--- src/rtl/video_address_sequencer_if.sv ---
// Display-memory fetch bus between frame timing and the MC6847X address sequencer.
// The master drives timing/mode; the slave returns the fetch address and row state.
interface video_address_sequencer_if #(
  parameter int ADDR_W = 13
);
  logic              preload;
  logic              hsn;
  logic              fsn;
  logic              ag;
  logic [2:0]        gm;
  logic [ADDR_W-1:0] da;
  logic              da0;
  logic [3:0]        cell_row;
  logic              line_full;

  modport master (
    output preload, hsn, fsn, ag, gm,
    input  da, da0, cell_row, line_full
  );

  modport slave (
    input  preload, hsn, fsn, ag, gm,
    output da, da0, cell_row, line_full
  );
endinterface

--- src/rtl/video_address_sequencer.sv ---
// MC6847X display fetch address generator: per-byte advance on preload, per-line
// rewind/advance on hsync falling edge, row repeat set by the mode latched in retrace.
module video_address_sequencer #(
  parameter int ADDR_W = 13
) (
  input  logic                      clk,
  input  logic                      rstn,
  video_address_sequencer_if.slave  bus
);

  logic [ADDR_W-1:0] da_q, da_d;
  logic [ADDR_W-1:0] base_q, base_d;
  logic [ADDR_W-1:0] base_next;
  logic [ADDR_W-1:0] start_da;
  logic [5:0]        byte_cnt_q, byte_cnt_d;
  logic [5:0]        cnt_start;
  logic [3:0]        cell_row_q, cell_row_d;
  logic              line_full_q, line_full_d;
  logic              hsn_q;
  logic              ag_q, ag_d;
  logic [2:0]        gm_q, gm_d;

  logic [5:0]        bpr;
  logic [3:0]        div;
  logic              hs_fall;
  logic              boundary;

  // Bytes per source row and row repeat count for the latched mode
  always_comb begin
    bpr = 6'd32;
    div = 4'd12;
    if (ag_q) begin
      case (gm_q)
        3'd0, 3'd1: begin bpr = 6'd16; div = 4'd3; end
        3'd2:       begin bpr = 6'd32; div = 4'd3; end
        3'd3:       begin bpr = 6'd16; div = 4'd2; end
        3'd4:       begin bpr = 6'd32; div = 4'd2; end
        3'd5:       begin bpr = 6'd16; div = 4'd1; end
        default:    begin bpr = 6'd32; div = 4'd1; end
      endcase
    end
  end

  assign hs_fall   = hsn_q & ~bus.hsn;
  assign boundary  = hs_fall && (byte_cnt_q != 6'd0);
  assign base_next = base_q + ADDR_W'(bpr);

  always_comb begin
    da_d        = da_q;
    base_d      = base_q;
    byte_cnt_d  = byte_cnt_q;
    cell_row_d  = cell_row_q;
    line_full_d = line_full_q;
    ag_d        = ag_q;
    gm_d        = gm_q;
    start_da    = da_q;
    cnt_start   = byte_cnt_q;

    if (!bus.fsn) begin
      da_d        = '0;
      base_d      = '0;
      byte_cnt_d  = '0;
      cell_row_d  = '0;
      line_full_d = 1'b0;
      ag_d        = bus.ag;
      gm_d        = bus.gm;
    end else begin
      // Boundary resolves first so a coincident preload lands as byte 0 of the new line
      if (boundary) begin
        if (cell_row_q < div - 4'd1) begin
          cell_row_d = cell_row_q + 4'd1;
          start_da   = base_q;
        end else begin
          cell_row_d = '0;
          base_d     = base_next;
          start_da   = base_next;
        end
        cnt_start   = '0;
        line_full_d = 1'b0;
      end

      da_d       = start_da;
      byte_cnt_d = cnt_start;
      if (bus.preload && (cnt_start < bpr)) begin
        da_d        = start_da + ADDR_W'(1);
        byte_cnt_d  = cnt_start + 6'd1;
        line_full_d = ((cnt_start + 6'd1) == bpr);
      end
    end
  end

  always_ff @(posedge clk or negedge rstn) begin
    if (!rstn) begin
      da_q        <= '0;
      base_q      <= '0;
      byte_cnt_q  <= '0;
      cell_row_q  <= '0;
      line_full_q <= 1'b0;
      hsn_q       <= 1'b1;
      ag_q        <= 1'b0;
      gm_q        <= 3'd0;
    end else begin
      da_q        <= da_d;
      base_q      <= base_d;
      byte_cnt_q  <= byte_cnt_d;
      cell_row_q  <= cell_row_d;
      line_full_q <= line_full_d;
      hsn_q       <= bus.hsn;
      ag_q        <= ag_d;
      gm_q        <= gm_d;
    end
  end

  assign bus.da        = da_q;
  assign bus.da0       = da_q[0];
  assign bus.cell_row  = cell_row_q;
  assign bus.line_full = line_full_q;

endmodule

--- src/flat_wrapper.sv ---
// flat-port wrapper written by rule: the top's interface ports become plain ports
module video_address_sequencer_flat 
#(
  parameter int ADDR_W = 13
)
  (clk, rstn, bus_preload, bus_hsn, bus_fsn, bus_ag, bus_gm, bus_da, bus_da0, bus_cell_row, bus_line_full);
  video_address_sequencer_if #(.ADDR_W(ADDR_W)) bus_i ();
  input  logic clk;
  input  logic rstn;
  input wire logic [$bits(bus_i.preload)-1:0] bus_preload;
  input wire logic [$bits(bus_i.hsn)-1:0] bus_hsn;
  input wire logic [$bits(bus_i.fsn)-1:0] bus_fsn;
  input wire logic [$bits(bus_i.ag)-1:0] bus_ag;
  input wire logic [$bits(bus_i.gm)-1:0] bus_gm;
  output wire logic [$bits(bus_i.da)-1:0] bus_da;
  output wire logic [$bits(bus_i.da0)-1:0] bus_da0;
  output wire logic [$bits(bus_i.cell_row)-1:0] bus_cell_row;
  output wire logic [$bits(bus_i.line_full)-1:0] bus_line_full;
  assign bus_i.preload = bus_preload;
  assign bus_i.hsn = bus_hsn;
  assign bus_i.fsn = bus_fsn;
  assign bus_i.ag = bus_ag;
  assign bus_i.gm = bus_gm;
  assign bus_da = bus_i.da;
  assign bus_da0 = bus_i.da0;
  assign bus_cell_row = bus_i.cell_row;
  assign bus_line_full = bus_i.line_full;
  video_address_sequencer #(.ADDR_W(ADDR_W)) u_core (.clk(clk), .rstn(rstn), .bus(bus_i));
endmodule
--- config.mk ---
export PLATFORM = sky130hd
export DESIGN_NAME = video_address_sequencer_flat
export DESIGN_NICKNAME = d
export VERILOG_FILES = /design/src/rtl/video_address_sequencer_if.sv /design/src/rtl/video_address_sequencer.sv /design/src/flat_wrapper.sv
export SDC_FILE = /design/constraint.sdc
export NUM_CORES = 1
export LEC_CHECK = 0
export BUFFER_PORTS_ARGS = -buffer_cell sky130_fd_sc_hd__buf_2
export CORE_MARGIN = 2
export CORE_UTILIZATION = 40
export CTS_CLUSTER_DIAMETER = 30
export DETAILED_ROUTE_END_ITERATION = 16
export SLEW_MARGIN = 20
export SYNTH_ARGS = -nofsm -noshare
export SYNTH_HDL_FRONTEND = slang
export SYNTH_SLANG_ARGS = --single-unit
--- constraint.sdc ---
create_clock -name clk -period 3.3 [get_ports clk]
set_clock_uncertainty 0.1 [all_clocks]
set_input_delay 0.495 -clock clk [delete_from_list [all_inputs] [get_ports clk]]
set_output_delay 0.495 -clock clk [all_outputs]
set_load 0.005 [all_outputs]
* Yosys cells after proc, flatten, opt, wreduce, memory -nomap -nowiden
Index checks and enable logic that the tools add are counted.
Storage, ports and cells: register bits 42, bits in latches 0, memory bits (writable) 0, ROM bits 0, bits of input ports 9, output and inout port bits 19, memories kept 0
Operators by class: add/sub/neg operators 5, multipliers 0, div/mod/pow operators 0, magnitude comparators 2, equality and inequality tests 8, shift operators 0, mux-type cells 21, bitwise logic cells 2, reduce and logical (&&, ||, !) cells 7
Operators by type and width (count):
- $mux W13 | 7
- $mux W6 | 6
- $mux W4 | 4
- $add A13 B1 Y13 const B | 1
- $add A13 B6 Y13 | 1
- $add A6 B1 Y6 const B | 1
- $eq A3 B2 Y1 const B | 2
- $eq A3 B3 Y1 const B | 2
- $eq A6 B6 Y1 | 1
- $lt A6 B6 Y1 | 1
- $reduce_bool A6 Y1 | 1
- $add A4 B1 Y4 const B | 1
- $lt A4 B4 Y1 | 1
- $pmux W2 S2 | 1
- $reduce_or A4 Y1 | 1
- $sub A4 B1 Y4 const B | 1
- $eq A3 B1 Y1 const B | 1
- $logic_not A3 Y1 | 1
- $mux W1 | 3
- $ne A3 B1 Y1 const B | 1
- $reduce_or A3 Y1 | 1
- $logic_and A1 B1 Y1 | 2
- $ne A2 B1 Y1 const B | 1
- $reduce_or A2 Y1 | 1
- 2 further kinds | 2

* Depth between registers and ports, before layout
Gate-level depths: netlist of the first run.
word-level depth 12, gate-level depth with buffers 14, mapped depth without buffers 13

* Worst setup path after synthesis of the first run
No wires, ideal clock.
path type register -> register, start register u_core.gm_q[1], end register u_core.da_q[11] (netlist: u_core.bus.da[11]), library setup time 78 ps, data arrival time 3051 ps, required time 3122 ps, path slack 70 ps, cell stages (with the launch flop) 14, buffers on the path 1, clock period less this slack 3230 ps, path through dfrtp_1 > o21ai_0 > nand2_1 > ha_1 > xor2_1 > ha_1 > or2_1 > a21o_1 > clkbuf_1 > a31o_1 > a31o_1 > nor4_1 > or4b_1 > a21oi_1
Between the ends: cells in the longest elaborated chain, start to end 12, elaborated cells between the ends (all ways) 24
RTL lines:
- from (decl) | RTL line video_address_sequencer.sv:21 | logic [2:0] gm_q, gm_d;
- from (signal assigned) | RTL line video_address_sequencer.sv:110 | gm_q <= gm_d;
- $eq A3 B1 Y1, or another cell as far along | RTL line video_address_sequencer.sv:33 | case (gm_q)
- $reduce_or A3 Y1 (no line) or $reduce_or A2 Y1 (tied branches)
- $pmux W2 S2 | RTL line video_address_sequencer.sv:33
- $mux W4 | RTL line video_address_sequencer.sv:32 | if (ag_q) begin
- $sub A4 B1 Y4 | RTL line video_address_sequencer.sv:70 | if (cell_row_q < div - 4'd1) begin
- $lt A4 B4 Y1 | RTL line video_address_sequencer.sv:70
- $mux W13 | RTL line video_address_sequencer.sv:70
- $mux W13 | RTL line video_address_sequencer.sv:69 | if (boundary) begin
- $mux W13 | RTL line video_address_sequencer.sv:59 | if (!bus.fsn) begin
- $add A13 B1 Y13 | RTL line video_address_sequencer.sv:85 | da_d = start_da + ADDR_W'(1);
- $mux W13 * | RTL line video_address_sequencer.sv:84 | if (bus.preload && (cnt_start < bpr)) begin
- $mux W13 * | RTL line video_address_sequencer.sv:59
- via u_core.da_d[11] | RTL line video_address_sequencer.sv:11 | logic [ADDR_W-1:0] da_q, da_d;
- to (signal assigned) | RTL line video_address_sequencer.sv:94 | da_q <= '0;
- to (signal assigned) | RTL line video_address_sequencer.sv:103 | da_q <= da_d;
- to (decl) | RTL line video_address_sequencer.sv:11
The timed path passes the listed nets; every way through them passes the cells marked *. The select of a mux whose other input is x is not followed. A chain may end at the register's enable or synchronous reset.

* Worst setup path after layout of the first run
Same ends and word-level chain as after synthesis.

==> results by group, run 1 <==
Clocking
  – CTS Hold Bufs: 0
  – CTS Sinks: 38
  – CTS root buf: clkbuf_8
  – Clock Latency Late Sink: 0.30 ns
  – CTS tree: done
  – Level count of the clock H-tree: 2
  – Reg clk slew, reported paths: 0.08 ns
  – TritonCTS Buffers: 5
  – Clock Tree Buf Depth: 2

GRT
  – Vias in the first global route: 2269
  – Total GRT Usage: 0.191
  – Initial antenna violation count: 0
  – Overflow left after global routing: 0
  – First-pass GRT wire length: 10900 um
  – Largest net degree at the start of global routing: 39

STA
  – Final setup margin: 0.0292 ns
  – Setup TNS: 0 ns
  – Least-Margin Pin Slew: 0.869 ns
  – Final worst-path cycle share: 0.991
  – Tmin final: 3.27 ns
  – Count of final max-slew check failures: 0
  – Setup violators final: 0
  – Peak Freq: 0.306 GHz
  – RSZ-0062 raised after global routing: yes
  – Slew HR: 0.421
  – WHS: 0.207 ns
  – Hold Fails Final Rpt: 0

Floorplan
  – Core area: 6280 um2
  – # IOs: 28
  – Initial Util: 0.407
  – Die H: 83.9 um
  – Die area: 7040 um2
  – Die Wd: 83.9 um
  – Row Count: 29

Flow run
  – Max capacitance violation total: 0

Critical path
  – Crit path top cell by count: inv_1
  – Critical Path RT: 3.44 ns
  – Slack of the worst reg-to-reg path: 0.03 ns
  – R2r worst-path depth: 14
  – Crit-path cells: buf_6 > a21boi_4 > o21ai_4 > inv_1 > ha_2 > inv_1 > fa_2 > and3b_2 > and3_4 > nand4_1 > a31o_1 > nor4_4 > or4b_4 > a21oi_2
  – Crit path capture type: flop
  – Worst flop-to-flop path endpoint: u_core.bus.da[11]$_DFF_PN0_
  – CP max stage delay: 0.49 ns
  – Setup CP Type: reg -> reg
  – Critical Path AT: 3.41 ns
  – CP Launch Type: flop
  – Slowest cell on the critical path: or4b_4
  – Crit-path max FO: 6
  – Worst r2r src: u_core.gm_q[1]$_DFFE_PN0N_

Synth
  – Ys Warns: 0
  – Syn_area_per_cell: 8.69 um2
  – Gate Count Post-Synth: 294
  – Post-Syn Area: 2550 um2
  – Main synth FF type: dfrtp_1
  – Cell accounting for the most synthesized area: dfrtp_1
  – Post-synth top cells: nor2_1 (38), dfrtp_1 (37), nand2_1 (34)
  – Register area share after synthesis: 0.373
  – Most numerous cell in the Yosys netlist: nor2_1
  – Post-synth EDFFs: 0
  – Yosys reg bits: 38
  – Post-Syn Nets: 315
  – Synth area leaders: dfrtp_1 (36%), nor2_1 (5.6%), ha_1 (5.4%)
  – Post-synth top area share: 0.363
  – Async set-reset flop share out of synthesis: 1.00
  – Synth unique cells: 57

Layout
  – FF/Latch Area: 955 um2
  – Ant. Diodes: 0
  – # nets final: 370
  – Share of cells above drive strength 1: 0.317
  – FILL cells: 597
  – Area Growth Syn to Fin: 29.4%
  – Area of the multi-input gates: 1700 um2

Hold path
  – Worst Hold Class: in -> async

Place
  – GPL Wtd Cong: 0.843
  – I/O Buffers: 27
  – Post-detail-place hpwl: 4580 um
  – Post-Place Setup Slack: -0.0568 ns

Route
  – Final WL: 6460 um
  – Per-cell routed wire length: 15.1 um
  – Final ANT Viol Nets: 0
  – DR DRC count: 0
  – Vias per cell: 5.35
  – Drt pass-1 iters: 4
  – First DRT Iteration DRCs: 115
  – DR vias: 2286

Power and ir drop
  – Sw Ratio: 0.291
  – Flop pwr share: 0.424
  – Clock Power Share: 0.341
  – Worst VDD drop: 0.199 mV
  – LEAKAGE: 1.49 nW
  – P_int: 837 uW
  – Power Total: 1.18 mW
  – Power Dens Cells: 357 nW/um2
  – Comb power frac: 0.235
  – NetSw: 343 uW

Status
  – Status: complete, no violations
timing repair:
| item | 4_1_cts | 5_1_grt |
|---|---|---|
| resized for setup | 8 | 37 |
| setup endpoints to repair | 3 | 6 |
| pin swaps | 2 | 25 |
| setup buffers | 0 | 7 |
cell usage in the layout (no fill, tap or decap), types with 6 or more instances in the layout:
cell type,n
dfrtp_1,35
buf_2,27
ha_1,8
a21oi_1,6
o21ai_0,7
buf_4,32
nand3_1,10
o21a_1,7
xor2_1,10
mux2_2,7
nand4_1,6
and2_1,9
nand2_1,33
inv_1,12
xnor2_1,13
nor2_1,36
critical path: cells and delay by family (launching register included):
kind,cells,cell delay [ns]
fa+ha+maj,2,0.49
simple gates,5,1.27
compound gates,4,0.66
buf+inv,3,0.25
flops,1,0.46
per-layer routing:
metal / vias up / share of wire / track usage
li1: 1139 / - / -
met1: 1105 / 0.48 / 0.265
met2: 34 / 0.47 / 0.309
met3: 8 / 0.032 / 0.0346
met4: 0 / 0.012 / 0.0440
met5: - / 0 / 0
how the worst max path moves through the flow:
stage / startpoint / endpoint / slack, ns
after floorplan: u_core.gm_q[1]$_DFFE_PN0N_ / u_core.bus.da[11]$_DFF_PN0_ / 0.07
after global placement: u_core.gm_q[1]$_DFFE_PN0N_ / u_core.bus.da[11]$_DFF_PN0_ / -0.01
after detailed placement: u_core.gm_q[1]$_DFFE_PN0N_ / u_core.bus.da[11]$_DFF_PN0_ / -0.06
after CTS: u_core.gm_q[1]$_DFFE_PN0N_ / u_core.bus.da[11]$_DFF_PN0_ / 0.002
after global routing: u_core.gm_q[1]$_DFFE_PN0N_ / u_core.bus.da[12]$_DFF_PN0_ / -0.13
final: u_core.gm_q[1]$_DFFE_PN0N_ / u_core.bus.da[11]$_DFF_PN0_ / 0.03
kinds of logic after synthesis:
| kind of cell | Yosys count | share of synthesized area |
|---|---|---|
| adders and majority gates | 12 | 0.0617 |
| AOI/OAI and AO/OA | 52 | 0.140 |
| muxes | 12 | 0.0505 |
| and+or+nand+nor | 132 | 0.254 |
| DFF | 38 | 0.373 |
| xor gates and xnor gates | 23 | 0.0789 |
| buffers and inverters | 25 | 0.0416 |
registers in the layout, indices dropped and copies added, names as in the netlist:
name and cells:
u_core.bus.da 13, u_core.base_q 9, u_core.byte_cnt_q 6, u_core.bus.cell_row 4, u_core.gm_q 3, u_core.ag_q 1, u_core.bus.line_full 1, u_core.hsn_q 1
metrics by stage:
step | utilization | instances | instance area [um2]
6_report | 0.526 | 427 | 3300
5_1_grt | 0.526 | 427 | 3300
2_1_floorplan | - | 294 | 2550
4_1_cts | 0.490 | 421 | 3070
3_5_place_dp | 0.467 | 413 | 2930
3_3_place_gp | 0.467 | 413 | 2930
power by group through the flow:
stage,clock [mW],combinational [mW],sequential (mW)
6_report,0.402,0.277,0.500
5_1_grt,0.432,0.307,0.503
4_1_cts,0.407,0.229,0.498
3_5_place_dp,0,0.220,0.507
3_3_place_gp,0,0.216,0.506
2_1_floorplan,0,0.130,0.505
layout make-up:
cell class	count	area share
Multi-Input combinational cell	231	0.516
Clock inverter	1	0.00909
Tap cell	77	0.0292
Inverter	12	0.0136
Timing Repair Buffer	61	0.120
Sequential cell	38	0.289
Clock buffer	7	0.0231
(Power assumes the default switching activity.)
==> inputs of run 2 (changes only) <==
--- a/config.mk
+++ b/config.mk
@@ -6,10 +6,13 @@
 export NUM_CORES = 1
 export LEC_CHECK = 0
 export BUFFER_PORTS_ARGS = -buffer_cell sky130_fd_sc_hd__buf_2
+export CELL_PAD_IN_SITES_DETAIL_PLACEMENT = 1
+export CELL_PAD_IN_SITES_GLOBAL_PLACEMENT = 2
 export CORE_MARGIN = 2
-export CORE_UTILIZATION = 40
+export CORE_UTILIZATION = 32
 export CTS_CLUSTER_DIAMETER = 30
 export DETAILED_ROUTE_END_ITERATION = 16
+export PLACE_DENSITY_LB_ADDON = 0.1
 export SLEW_MARGIN = 20
 export SYNTH_ARGS = -nofsm -noshare
 export SYNTH_HDL_FRONTEND = slang
==> run 2 against run 1 <==
- the flow now finishes with violations (setup timing)
- setup slack worse by 0.12 ns
- critical path type unchanged
- hold slack worse by 0.0024 ns
- first-iteration DRC count down 37%
==> results by group, run 2 (synthesis results as in run 1) <==
GRT
  – Overflow left after global routing: 0 (unchanged)
  – Most used routing layer: met2
  – Met1 Resource Use GR: 0.274 (+0.00833)
  – M2 GR Usage: 0.310 (+0.000861)
  – Largest net degree at the start of global routing: 39 (unchanged)
  – Total GRT Usage: 0.194 (+0.00337)
  – Vias in the first global route: 2467 (+8.7%)
  – Initial antenna violation count: 0 (unchanged)
  – Met3 usage in global routing: 0.0322 (-0.00239)
  – First-pass GRT wire length: 13100 um (+20%)

Hold path
  – Hold Crit Depth: 1
  – Worst Hold Class: in -> reg
  – Hold path endpoint: u_core.hsn_q$_DFF_PN1_
  – HP Start: bus_hsn

Clocking
  – CTS Sinks: 38 (unchanged)
  – CTS tree: done
  – CTS Hold Bufs: 0 (unchanged)
  – Clock Latency Late Sink: 0.30 ns (about the same)
  – Level count of the clock H-tree: 2 (unchanged)
  – CTS root buf: clkbuf_8
  – Reg clk slew, reported paths: 0.08 ns (about the same)
  – TritonCTS Buffers: 5 (unchanged)
  – Clock Tree Buf Depth: 2 (unchanged)

Critical path
  – Slowest cell on the critical path: or4b_4
  – Critical path depth: 13 (-1)
  – Crit-path cells: o21ai_2 > nand2_1 > ha_2 > xor2_2 > ha_1 > or2_1 > a21o_1 > buf_4 > nand2_4 > a311oi_4 > a211o_4 > or4b_4 > a21oi_2
  – Worst r2r src: u_core.gm_q[0]$_DFFE_PN0N_
  – Slack of the worst reg-to-reg path: -0.09 ns (-0.12 ns)
  – Crit path capture type: flop
  – Critical Path AT: 3.51 ns (+0.10 ns)
  – Cell class contributing the biggest share of worst-path delay: compound AO/OA/AOI/OAI gates
  – Crit-path max FO: 6 (unchanged)
  – Critical Path RT: 3.41 ns (-0.03 ns)
  – CP Buf/Inv Count: 1 (-2)
  – Worst flop-to-flop path endpoint: u_core.bus.da[11]$_DFF_PN0_
  – CP max stage delay: 0.52 ns (+0.03 ns)
  – R2r worst-path depth: 13 (-1)
  – Setup CP Type: reg -> reg
  – CP Launch Type: flop

Route
  – First DRT Iteration DRCs: 73 (-37%)
  – DR vias: 2361 (+3.3%)
  – Final ANT Viol Nets: 0 (unchanged)
  – Vias per cell: 5.06 (-5.6%)
  – Final WL: 7930 um (+23%)
  – Drt pass-1 iters: 4 (unchanged)
  – Per-cell routed wire length: 17.0 um (+12%)
  – DR DRC count: 0 (unchanged)

Floorplan
  – Die area: 8710 um2 (+24%)
  – Die H: 93.3 um (+11%)
  – Die Wd: 93.3 um (+11%)
  – # IOs: 28 (unchanged)
  – Initial Util: 0.330 (-0.0763)
  – Core area: 7730 um2 (+23%)
  – Row Count: 32 (+10%)

Layout
  – Most frequent cells in the layout: buf_4 (44), nor2_1 (36), dfrtp_1 (34)
  – Ant. Diodes: 0 (unchanged)
  – # nets final: 385 (+4.1%)
  – Max reg flops: 13 (unchanged)
  – Commonest non-fill, non-tap cell in the layout: buf_4
  – Area Growth Syn to Fin: 35.5%
  – FILL cells: 921 (+54%)
  – Share of cells above drive strength 1: 0.359 (+0.0418)

STA
  – Tmin final: 3.39 ns (+0.121 ns)
  – Peak Freq: 0.295 GHz (-3.6%)
  – RSZ-0062 raised after global routing: yes
  – Setup violators final: 4 (+4)
  – Final worst-path cycle share: 1.03 (+0.0367)
  – Count of final max-slew check failures: 0 (unchanged)
  – Hold Fails Final Rpt: 0 (unchanged)
  – Slew HR: 0.378 (-0.0432)
  – Setup TNS: -0.202 ns (-0.202 ns)
  – Least-Margin Pin Slew: 0.933 ns (+0.0648 ns)
  – WHS: 0.204 ns (-0.00245 ns)
  – Final setup margin: -0.0919 ns (-0.121 ns)

Power and ir drop
  – Worst VDD drop: 0.170 mV (-14%)
  – LEAKAGE: 1.60 nW (+7.9%)
  – Power Total: 1.15 mW (-2.4%)
  – Power Dens Cells: 333 nW/um2 (-6.8%)

Status
  – Violated checks: setup timing
  – Status: complete, but fails checks

Place
  – Post-detail-place hpwl: 5470 um (+19%)
  – GPL Wtd Cong: 0.820 (-2.7%)
  – I/O Buffers: 27 (unchanged)
  – Post-Place Setup Slack: -0.222 ns (-0.165 ns)

Flow run
  – Max capacitance violation total: 0 (unchanged)
run 2: stage by stage:
step / instances / cell area (um2) / utilization
6_report: 467 / 3460 / 0.448
5_1_grt: 467 / 3460 / 0.448
4_1_cts: 463 / 3310 / 0.428
3_5_place_dp: 447 / 3030 / 0.392
3_3_place_gp: 447 / 3030 / 0.392
2_1_floorplan: 294 / 2550 / -
run 2: final cells by class:
type	instances	area (um2)	area share
Inverter	12	45.0	0.0130
Sequential cell	38	956	0.276
Clock inverter	1	5.00	0.00145
Tap cell	102	128	0.0369
Multi-Input combinational cell	231	1720	0.497
Clock buffer	7	86.3	0.0250
Timing Repair Buffer	76	522	0.151
run 2: layer usage:
metal | wire (um) | vias up
met1 | 3840 | 1166
met5 | 0 | -
met3 | 200 | 6
met2 | 3810 | 31
li1 | - | 1158
met4 | 79 | 0
run 2: how the worst max path moves through the flow:
stage / startpoint / endpoint / slack (ns)
2_1_floorplan: u_core.gm_q[1]$_DFFE_PN0N_ / u_core.bus.da[11]$_DFF_PN0_ / 0.07
3_3_place_gp: u_core.gm_q[0]$_DFFE_PN0N_ / u_core.bus.da[12]$_DFF_PN0_ / -0.20
3_5_place_dp: u_core.gm_q[0]$_DFFE_PN0N_ / u_core.bus.da[12]$_DFF_PN0_ / -0.22
4_1_cts: u_core.gm_q[1]$_DFFE_PN0N_ / u_core.bus.da[12]$_DFF_PN0_ / -0.03
5_1_grt: u_core.gm_q[0]$_DFFE_PN0N_ / u_core.bus.da[12]$_DFF_PN0_ / -0.23
6_report: u_core.gm_q[0]$_DFFE_PN0N_ / u_core.bus.da[11]$_DFF_PN0_ / -0.09
run 2: power breakdown:
group / switching, mW / internal, mW / total (mW) / leakage [nW]
Clock: 0.180 / 0.169 / 0.349 / 0.0482
Combinational: 0.158 / 0.145 / 0.303 / 1.04
Sequential: 0.0184 / 0.482 / 0.500 / 0.512
run 2: repair_timing:
action,in CTS,in global routing
pin swaps,20,6
buffers inserted,9,4
endpoints found under the hold margin,0,0
resized for setup,27,26
setup endpoints to repair,9,7
==> inputs of run 3 (changes only) <==
--- a/config.mk
+++ b/config.mk
@@ -13,6 +13,7 @@
 export CTS_CLUSTER_DIAMETER = 30
 export DETAILED_ROUTE_END_ITERATION = 16
 export PLACE_DENSITY_LB_ADDON = 0.1
+export RECOVER_POWER = 50
 export SLEW_MARGIN = 20
 export SYNTH_ARGS = -nofsm -noshare
 export SYNTH_HDL_FRONTEND = slang
==> run 3 against run 2 <==
- fmax is essentially flat
- non-clock buffer count is the same
- count of clock-buffer cells in the layout is the same
- register-to-register slack is essentially flat
- sequential power is essentially flat
- the run ends with capacitance limit, slew limit, setup timing left
- critical endpoint unchanged
==> results by group, run 3 (synthesis results as in run 1) <==
Status
  – Status: complete, but fails checks
  – Violated checks: capacitance limit, slew limit, setup timing

Place
  – Inst Count DP: 447 (unchanged)
  – Post-Place Setup Slack: -0.222 ns (unchanged)
  – GPL Wtd Cong: 0.820 (unchanged)
  – Placed instance area: 3030 um2 (unchanged)
  – Post-detail-place hpwl: 5470 um (unchanged)
  – I/O Buffers: 27 (unchanged)

GRT
  – Overflow left after global routing: 0 (unchanged)
  – Total GRT Usage: 0.194 (unchanged)
  – Vias in the first global route: 2467 (unchanged)
  – Largest net degree at the start of global routing: 39 (unchanged)
  – Initial antenna violation count: 0 (unchanged)
  – First-pass GRT wire length: 13100 um (unchanged)

Route
  – Final ANT Viol Nets: 0 (unchanged)
  – First DRT Iteration DRCs: 74 (+1.4%)
  – DR vias: 2362 (+0.042%)
  – Vias per cell: 5.06 (about the same)
  – Drt pass-1 iters: 4 (unchanged)
  – Per-cell routed wire length: 17.0 um (about the same)
  – Final WL: 7940 um (about the same)
  – DR DRC count: 0 (unchanged)

Hold path
  – Hold Crit Depth: 1 (unchanged)
  – Worst Hold Class: in -> reg
  – HP Start: bus_hsn
  – Hold path endpoint: u_core.hsn_q$_DFF_PN1_

Layout
  – # nets final: 385 (unchanged)
  – Post-route cell area: 3450 um2 (-0.18%)
  – Final Non-Filler Cells: 467 (unchanged)
  – Final Core Density: 0.447 (-0.000810)
  – Commonest non-fill, non-tap cell in the layout: buf_4
  – Max reg flops: 13 (unchanged)
  – Share of cells above drive strength 1: 0.351 (-0.00822)
  – Most frequent cells in the layout: buf_4 (43), nor2_1 (36), dfrtp_1 (34)
  – Area Growth Syn to Fin: 35.2%
  – Ant. Diodes: 0 (unchanged)

STA
  – Hold Fails Final Rpt: 0 (unchanged)
  – Final worst-path cycle share: 1.03 (about the same)
  – Peak Freq: 0.295 GHz (about the same)
  – Setup violators final: 4 (unchanged)
  – Count of final max-slew check failures: 39 (+39)
  – Least-Margin Pin Slew: 2.24 ns (+1.31 ns)
  – Setup TNS: -0.207 ns (-0.00461 ns)
  – RSZ-0062 raised after global routing: yes
  – Tmin final: 3.39 ns (+0.00112 ns)
  – Slew HR: -0.493 (-0.871)
  – WHS: 0.192 ns (-0.0122 ns)
  – Final setup margin: -0.0930 ns (-0.00112 ns)

Critical path
  – Critical Path AT: 3.51 ns (about the same)
  – Slack of the worst reg-to-reg path: -0.09 ns (about the same)
  – Worst flop-to-flop path endpoint: u_core.bus.da[11]$_DFF_PN0_
  – Crit path capture type: flop
  – Critical Path RT: 3.41 ns (about the same)
  – Setup CP Type: reg -> reg
  – Worst r2r src: u_core.gm_q[0]$_DFFE_PN0N_
  – Crit-path max FO: 6 (unchanged)
  – Critical path depth: 13 (unchanged)
  – CP Launch Type: flop
  – CP max stage delay: 0.52 ns (about the same)
  – CP Buf/Inv Count: 1 (unchanged)
  – Crit-path cells: o21ai_2 > nand2_1 > ha_2 > xor2_2 > ha_1 > or2_1 > a21o_1 > buf_4 > nand2_4 > a311oi_4 > a211o_4 > or4b_4 > a21oi_2
  – Slowest cell on the critical path: or4b_4
  – Cell class contributing the biggest share of worst-path delay: compound AO/OA/AOI/OAI gates
  – R2r worst-path depth: 13 (unchanged)

Clocking
  – Reg clk slew, reported paths: 0.08 ns (about the same)
  – Clock Tree Buf Depth: 2 (unchanged)
  – CTS tree: done
  – Clock Latency Late Sink: 0.30 ns (about the same)
  – CTS root buf: clkbuf_8
  – Level count of the clock H-tree: 2 (unchanged)
  – TritonCTS Buffers: 5 (unchanged)
  – CTS Sinks: 38 (unchanged)

Floorplan
  – Core area: 7730 um2 (unchanged)
  – Initial Util: 0.330 (unchanged)
  – # IOs: 28 (unchanged)
  – Die H: 93.3 um (unchanged)
  – Die area: 8710 um2 (unchanged)
  – Die Wd: 93.3 um (unchanged)
  – Row Count: 32 (unchanged)

Power and ir drop
  – LEAKAGE: 1.59 nW (-0.57%)
  – Power Dens Cells: 333 nW/um2 (+0.13%)
  – Power Total: 1.15 mW (about the same)
  – Worst VDD drop: 0.170 mV (about the same)

Flow run
  – Max capacitance violation total: 1 (+1)
[run 3: cell types whose count changed in the layout (fill, tap and decap cells not counted), sizes merged]
cell    before  now
buf         76   73
clkbuf       7   10
[run 3: area by class of cell]
class | count | area [um2]
timing repair buffer | 76 | 515
inverter | 12 | 45.0
multi-input combinational | 231 | 1720
sequential | 38 | 956
tap | 102 | 128
fill | 923 | 4270
clock buffer | 7 | 86.3
clock inverter | 1 | 5.00
[run 3: where the power goes]
| part | total, mW | internal, mW | switching [mW] |
|---|---|---|---|
| registers | 0.500 | 0.482 | 0.0185 |
| logic | 0.302 | 0.144 | 0.158 |
| clock network | 0.350 | 0.169 | 0.180 |
| total | 1.15 | 0.794 | 0.357 |
[run 3: layer usage]
metal	share of wire	vias up	track usage
li1	-	1159	-
met1	0.48	1166	0.274
met2	0.48	31	0.310
met3	0.025	6	0.0322
met4	0.010	0	0.0466
met5	0	-	0
[run 3: how the worst max path moves through the flow]
stage	end	from	slack (ns)
finish	u_core.bus.da[11]$_DFF_PN0_	u_core.gm_q[0]$_DFFE_PN0N_	-0.09
global route	u_core.bus.da[12]$_DFF_PN0_	u_core.gm_q[0]$_DFFE_PN0N_	-0.23
CTS	u_core.bus.da[12]$_DFF_PN0_	u_core.gm_q[1]$_DFFE_PN0N_	-0.03
detailed placement	u_core.bus.da[12]$_DFF_PN0_	u_core.gm_q[0]$_DFFE_PN0N_	-0.22
global placement	u_core.bus.da[12]$_DFF_PN0_	u_core.gm_q[0]$_DFFE_PN0N_	-0.20
floorplan	u_core.bus.da[11]$_DFF_PN0_	u_core.gm_q[1]$_DFFE_PN0N_	0.07
[run 3: timing repair]
| item | CTS | global route |
|---|---|---|
| buffers inserted | 9 | 4 |
| endpoints found under the setup margin | 9 | 7 |
| pin swaps | 20 | 6 |
| hold buffers | 0 | 0 |
| resized for setup | 27 | 26 |
| gates cloned | 0 | 0 |
